==> src/rtl/vid_pkg.sv <==
// -----------------------------------------------------------------------------
// vid_pkg
// Shared video-pipeline definitions used by the centroid stage, the centroid
// marker overlay and any later overlay stages.
//   X_W / Y_W   : widths of the column / row position counters
//   PIX_W       : width of an RGB888 pixel
//   DIFF_W      : width of the signed position differences used by overlays
//   vid_timing_t: bundled de/hsync/vsync timing record
//   abs_diff    : magnitude of a signed position difference
// -----------------------------------------------------------------------------
package vid_pkg;

  localparam int X_W    = 11;
  localparam int Y_W    = 10;
  localparam int PIX_W  = 24;
  localparam int DIFF_W = 12;

  typedef struct packed {
    logic de;
    logic hsync;
    logic vsync;
  } vid_timing_t;

  // The most negative difference (-2048) maps to 2048, which still fits
  // because the result is treated as unsigned.
  function automatic logic [DIFF_W-1:0] abs_diff(input logic signed [DIFF_W-1:0] d);
    return d[DIFF_W-1] ? DIFF_W'(-d) : DIFF_W'(d);
  endfunction

endpackage

==> src/rtl/pixel_pos_counter.sv <==
// -----------------------------------------------------------------------------
// pixel_pos_counter
// Tracks the column/row of the pixel currently presented on the input stream.
// The registered x/y equal the position of the pixel arriving this cycle.
// Ports:
//   clk, rst (async, active-low), ce (clock enable)
//   de     : data enable of the incoming pixel
//   vsync  : holds the counters at the origin while high
//   x, y   : current pixel position
// -----------------------------------------------------------------------------
module pixel_pos_counter
  import vid_pkg::*;
#(
  parameter int IMG_W = 1280,
  parameter int IMG_H = 720
) (
  input  logic           clk,
  input  logic           rst,
  input  logic           ce,
  input  logic           de,
  input  logic           vsync,
  output logic [X_W-1:0] x,
  output logic [Y_W-1:0] y
);

  localparam logic [X_W-1:0] X_LAST = X_W'(IMG_W - 1);
  localparam logic [Y_W-1:0] Y_LAST = Y_W'(IMG_H - 1);

  // Counters rest at the origin during vsync, then step once per active pixel,
  // wrapping at the end of each line and at the end of the frame.
  always_ff @(posedge clk or negedge rst) begin
    if (!rst) begin
      x <= '0;
      y <= '0;
    end else if (ce) begin
      if (vsync) begin
        x <= '0;
        y <= '0;
      end else if (de) begin
        if (x == X_LAST) begin
          x <= '0;
          y <= (y == Y_LAST) ? '0 : y + Y_W'(1);
        end else begin
          x <= x + X_W'(1);
        end
      end
    end
  end

endmodule

==> src/rtl/centroid_marker.sv <==
// -----------------------------------------------------------------------------
// centroid_marker
// Overlays a fixed-colour crosshair centred on the tracker's centroid onto the
// pass-through video stream. All outputs are registered: one ce-qualified
// cycle of latency with timing and pixel kept aligned.
// Ports:
//   clk, rst (async, active-low), ce (clock enable for all state)
//   en                       : overlay enable (0 = delayed pass-through)
//   de_i, hsync_i, vsync_i   : input timing
//   pix_i                    : input RGB pixel
//   xcent, ycent             : centroid from the centroid stage
//   de_o, hsync_o, vsync_o   : delayed timing
//   pix_o                    : delayed pixel with crosshair, 0 outside de
// -----------------------------------------------------------------------------
module centroid_marker
  import vid_pkg::*;
#(
  parameter int               IMG_W      = 1280,
  parameter int               IMG_H      = 720,
  parameter int               ARM_LEN    = 16,
  parameter logic [PIX_W-1:0] MARK_COLOR = 24'hFF0000
) (
  input  logic             clk,
  input  logic             rst,
  input  logic             ce,
  input  logic             en,
  input  logic             de_i,
  input  logic             hsync_i,
  input  logic             vsync_i,
  input  logic [PIX_W-1:0] pix_i,
  input  logic [X_W-1:0]   xcent,
  input  logic [Y_W-1:0]   ycent,
  output logic             de_o,
  output logic             hsync_o,
  output logic             vsync_o,
  output logic [PIX_W-1:0] pix_o
);

  localparam logic [1:0]        FRAMES_ARMED = 2'd2;
  localparam logic [DIFF_W-1:0] ARM_LIM      = DIFF_W'(ARM_LEN);

  logic [X_W-1:0]          x;
  logic [Y_W-1:0]          y;
  logic                    vsync_q;
  logic [X_W-1:0]          xc;
  logic [Y_W-1:0]          yc;
  logic [1:0]              frames;
  vid_timing_t             tim_q;

  logic                    vsync_fall;
  logic [X_W-1:0]          xc_cur;
  logic [Y_W-1:0]          yc_cur;
  logic [1:0]              frames_next;
  logic                    armed;
  logic signed [DIFF_W-1:0] dx;
  logic signed [DIFF_W-1:0] dy;
  logic [DIFF_W-1:0]       adx;
  logic [DIFF_W-1:0]       ady;
  logic                    hit;
  logic [PIX_W-1:0]        pix_next;

  pixel_pos_counter #(
    .IMG_W(IMG_W),
    .IMG_H(IMG_H)
  ) u_pos (
    .clk  (clk),
    .rst  (rst),
    .ce   (ce),
    .de   (de_i),
    .vsync(vsync_i),
    .x    (x),
    .y    (y)
  );

  // On the vsync falling-edge cycle the freshly captured centroid and the
  // incremented frame count are forwarded, so a pixel arriving in that very
  // cycle already sees the new frame's values.
  always_comb begin
    vsync_fall  = vsync_q & ~vsync_i;
    xc_cur      = vsync_fall ? xcent : xc;
    yc_cur      = vsync_fall ? ycent : yc;
    frames_next = frames;
    if (vsync_fall && (frames != FRAMES_ARMED)) begin
      frames_next = frames + 2'd1;
    end
    armed = (frames_next == FRAMES_ARMED);

    // Absolute positions are compared, so arms are clipped at the image edge
    // instead of wrapping around.
    dx  = $signed({1'b0, x}) - $signed({1'b0, xc_cur});
    dy  = $signed({2'b00, y}) - $signed({2'b00, yc_cur});
    adx = abs_diff(dx);
    ady = abs_diff(dy);
    hit = ((dx == '0) && (ady <= ARM_LIM)) || ((dy == '0) && (adx <= ARM_LIM));

    pix_next = '0;
    if (de_i) begin
      pix_next = (en && armed && hit) ? MARK_COLOR : pix_i;
    end
  end

  // Centroid is held for the whole frame to avoid tearing; the frame counter
  // saturates once armed so the marker stays on until the next reset.
  always_ff @(posedge clk or negedge rst) begin
    if (!rst) begin
      vsync_q <= 1'b0;
      xc      <= '0;
      yc      <= '0;
      frames  <= '0;
      tim_q   <= '0;
      pix_o   <= '0;
    end else if (ce) begin
      vsync_q <= vsync_i;
      if (vsync_fall) begin
        xc <= xcent;
        yc <= ycent;
      end
      frames <= frames_next;
      tim_q  <= '{de: de_i, hsync: hsync_i, vsync: vsync_i};
      pix_o  <= pix_next;
    end
  end

  assign de_o    = tim_q.de;
  assign hsync_o = tim_q.hsync;
  assign vsync_o = tim_q.vsync;

endmodule

==> config.mk <==
export PLATFORM = sky130hd
export DESIGN_NAME = centroid_marker
export DESIGN_NICKNAME = d
export VERILOG_FILES = /design/src/rtl/vid_pkg.sv /design/src/rtl/pixel_pos_counter.sv /design/src/rtl/centroid_marker.sv
export SDC_FILE = /design/constraint.sdc
export NUM_CORES = 1
export LEC_CHECK = 0
export ABC_AREA = 1
export ABC_CLOCK_PERIOD_IN_PS = 4900
export CAP_MARGIN = 20
export CORE_ASPECT_RATIO = 0.5
export CORE_UTILIZATION = 54
export CTS_CLUSTER_DIAMETER = 100
export DETAILED_ROUTE_END_ITERATION = 8
export GPL_ROUTABILITY_DRIVEN = 0
export PLACE_DENSITY = 0.81
export SYNTH_ARGS = -nofsm -noshare
export SYNTH_HDL_FRONTEND = slang
export SYNTH_SLANG_ARGS = --single-unit
==> constraint.sdc <==
create_clock -name clk -period 4.9 [get_ports clk]
set_input_delay 0.49 -clock clk [delete_from_list [all_inputs] [get_ports clk]]
set_output_delay 0.49 -clock clk [all_outputs]
set_load 0.05 [all_outputs]
==> impl_metrics.json <==
{
  "outcome": "complete, no violations",
  "numPortBuffers": 78,
  "synth_async_sr_flop_share_pct": 100.0,
  "clk_latency_ns": 0.33,
  "grt_first_pass_wirelength_microns": 19690,
  "synthDistinctLibCells": 47,
  "vdd_drop_max_v": 0.0001978,
  "powerDensity_nw_per_um2": 383.5,
  "htreeDepth": 3,
  "wl_microns": 11530,
  "core_sq_um": 8346,
  "synth_cells": 660,
  "setup.worst_path.start": "vsync_i",
  "drt-pass1-iter-count": 7,
  "grt_pass1_vias": 4392,
  "first_iter_violations": 246,
  "worstMarginPinSlew_ns": 0.9034,
  "slew_violations": 0,
  "setup_violations": 0,
  "cts_setup_buffers": 0,
  "gr-total-overflow": 0,
  "fin_skew_ns": 0.004775,
  "crit_path_start_kind": "input port",
  "syn-num-nets": 737,
  "fin_crit_ns": 4.155,
  "fp.dieW_microns": 135.8,
  "yosysTopAreaCell": "dfrtp_1",
  "fin_crit_sh_pct": 84.79,
  "fin_nets": 811,
  "cap_violations": 0,
  "drtAntennaViolNets": 0,
  "critPathKind": "in2reg",
  "cp-end-kind": "flip-flop",
  "relSlewSlack_pct": 39.77,
  "cts_resized": 0,
  "drc": 0,
  "yosysWarnings": 0,
  "cp.required_ns": 5.11,
  "layout.cells.most_common": "nand2_1",
  "tns_ns": 0,
  "seq_area_frac_synth_pct": 36.76,
  "clock_path_buffers": 2,
  "viasPerCell": 5.268,
  "arrival_ns": 4.37,
  "track_usage_pct": 27.32,
  "cp_max_fo": 24,
  "finalPower_mw": 2.290,
  "min_path_type": "in2async",
  "numClockSinks": 71,
  "syn_area_sq_um": 4833,
  "io_pins": 79,
  "die-area_sq_um": 9356,
  "rsz0062_at_grt": "false",
  "cts_buffers": 9,
  "synthTopCellsByArea": "dfrtp_1 (37%), nand2_1 (16%), nand3_1 (6.0%)",
  "grt_max_degree": 72,
  "dr_total_vias": 4483,
  "wl_per_cell_microns": 13.55,
  "synth-edff-count": 0,
  "cts-root-buf": "clkbuf_16",
  "antenna_found_initial": 0,
  "drive_above_1_share_pct": 6.360,
  "clk_pin_slew_ns": 0.06,
  "hpwlAfterDp_microns": 8331,
  "reg2reg_slack_ns": 1.01,
  "diodes": 0,
  "ys_seq_elements": 71,
  "cts_hold_buf": 0,
  "areaGrowthSynthToFinish_pct": 23.53,
  "tritoncts": "done",
  "syn_area_per_cell_sq_um": 7.323,
  "hold_viol": 0,
  "ys.flop_type": "dfrtp_1",
  "final_cell_mix": "nand2_1 (201), clkdlybuf4s50_1 (77), inv_1 (76)",
  "total_leakage_power_nw": 3.140,
  "placementRows": 23,
  "max_freq_mhz": 240.7,
  "synth_top_area_share_pct": 36.76,
  "die_h_microns": 68.90,
  "initial_utilization_pct": 57.92,
  "rr_startpoint": "vsync_o"
}
==> flip-flops by register name, summed over array words and instances, names as in the netlist <==
name	cells
yc	10
hsync_o	1
u_pos.y	10
de_o	1
u_pos.x	11
frames	2
vsync_o	1
xc	11
pix_o	24
==> power breakdown <==
part	switching [mW]	internal [mW]	leakage [nW]	total [mW]
clock network	0.266	0.410	0.145	0.675
registers	0.0527	0.658	0.931	0.711
logic	0.561	0.342	2.06	0.903
==> synthesized netlist by cell type, drive strengths merged (3+ instances only) <==
cell type and number:
mux2i 17, inv 79, nor4 3, nand2 211, a21oi 29, xnor2 7, clkbuf 8, ha 23
buf 10, nor2 51, nand3 61, a31oi 3, dfrtp 71, xor2 9, nand4 7, o21a 3
o21ai 37, nor3 10
==> through the flow <==
stage	hold WS [ns]	instance area (sq um)	setup slack, ns	std cells	util [%]
finish	0.3692	5971	0.7452	851	71.54
global route	0.4582	5971	0.3300	851	71.54
CTS	0.4102	5971	0.7856	851	71.54
detailed placement	0.4581	5664	0.4386	835	67.87
global placement	0.4540	5664	0.5959	835	67.87
floorplan	0.1944	4833	1.166	660	-
==> metal layers <==
metal | GRT usage, % | share of wire [%]
met4 | 9.972 | 1.4
met1 | 33.36 | 46
met2 | 46.75 | 44
met5 | 0 | 0
met3 | 8.041 | 7.8
==> final timing paths <==
kind / cells past startpoint / to
setup reg to reg: 22 / pix_o[4]
hold reg to reg: 2 / de_o
min in group clk: 2 / de_o
max in group asynchronous: 2 / yc[8]
setup / recovery: 24 / pix_o[4]
hold / removal: 2 / pix_o[16]
==> logic make-up after synthesis <==
logic type / after synthesis / share of synthesized area (%)
DFF: 71 / 36.76
muxes: 17 / 3.521
adders and majority gates: 25 / 6.782
xor gates and xnor gates: 16 / 3.365
and+or+nand+nor: 349 / 31.19
buffers and inverters: 99 / 8.517
AOI/OAI and AO/OA: 83 / 9.863
==> critical path, cell delays in order <==
cell             delay [ns]
clkdlybuf4s50_1        0.51
inv_2                  0.08
nand2_2                0.29
inv_1                  0.14
o21ai_0                0.31
ha_1                   0.21
inv_1                  0.07
fa_1                   0.46
xnor2_1                0.21
nand2_1                0.08
nor2_1                 0.16
nand2_1                0.07
nor2_1                 0.12
nand3_1                0.13
nor2_1                 0.12
nand2_1                0.07
nand3_1                0.08
nand2_1                0.06
nor2_1                 0.08
nand4_1                0.12
nand2_2                0.13
nand2_4                0.16
nand3_1                0.12
nand2_1                0.08
==> final cells by class <==
cell class / count / area (sq um)
clock inverter: 6 / 67.56
tap: 112 / 140.1
sequential: 71 / 1777
fill: 644 / 2375
timing repair buffer: 81 / 798.3
clock buffer: 10 / 239.0
inverter: 81 / 304.0
multi-input combinational: 490 / 2645
Power figures use the tool's default switching activity.
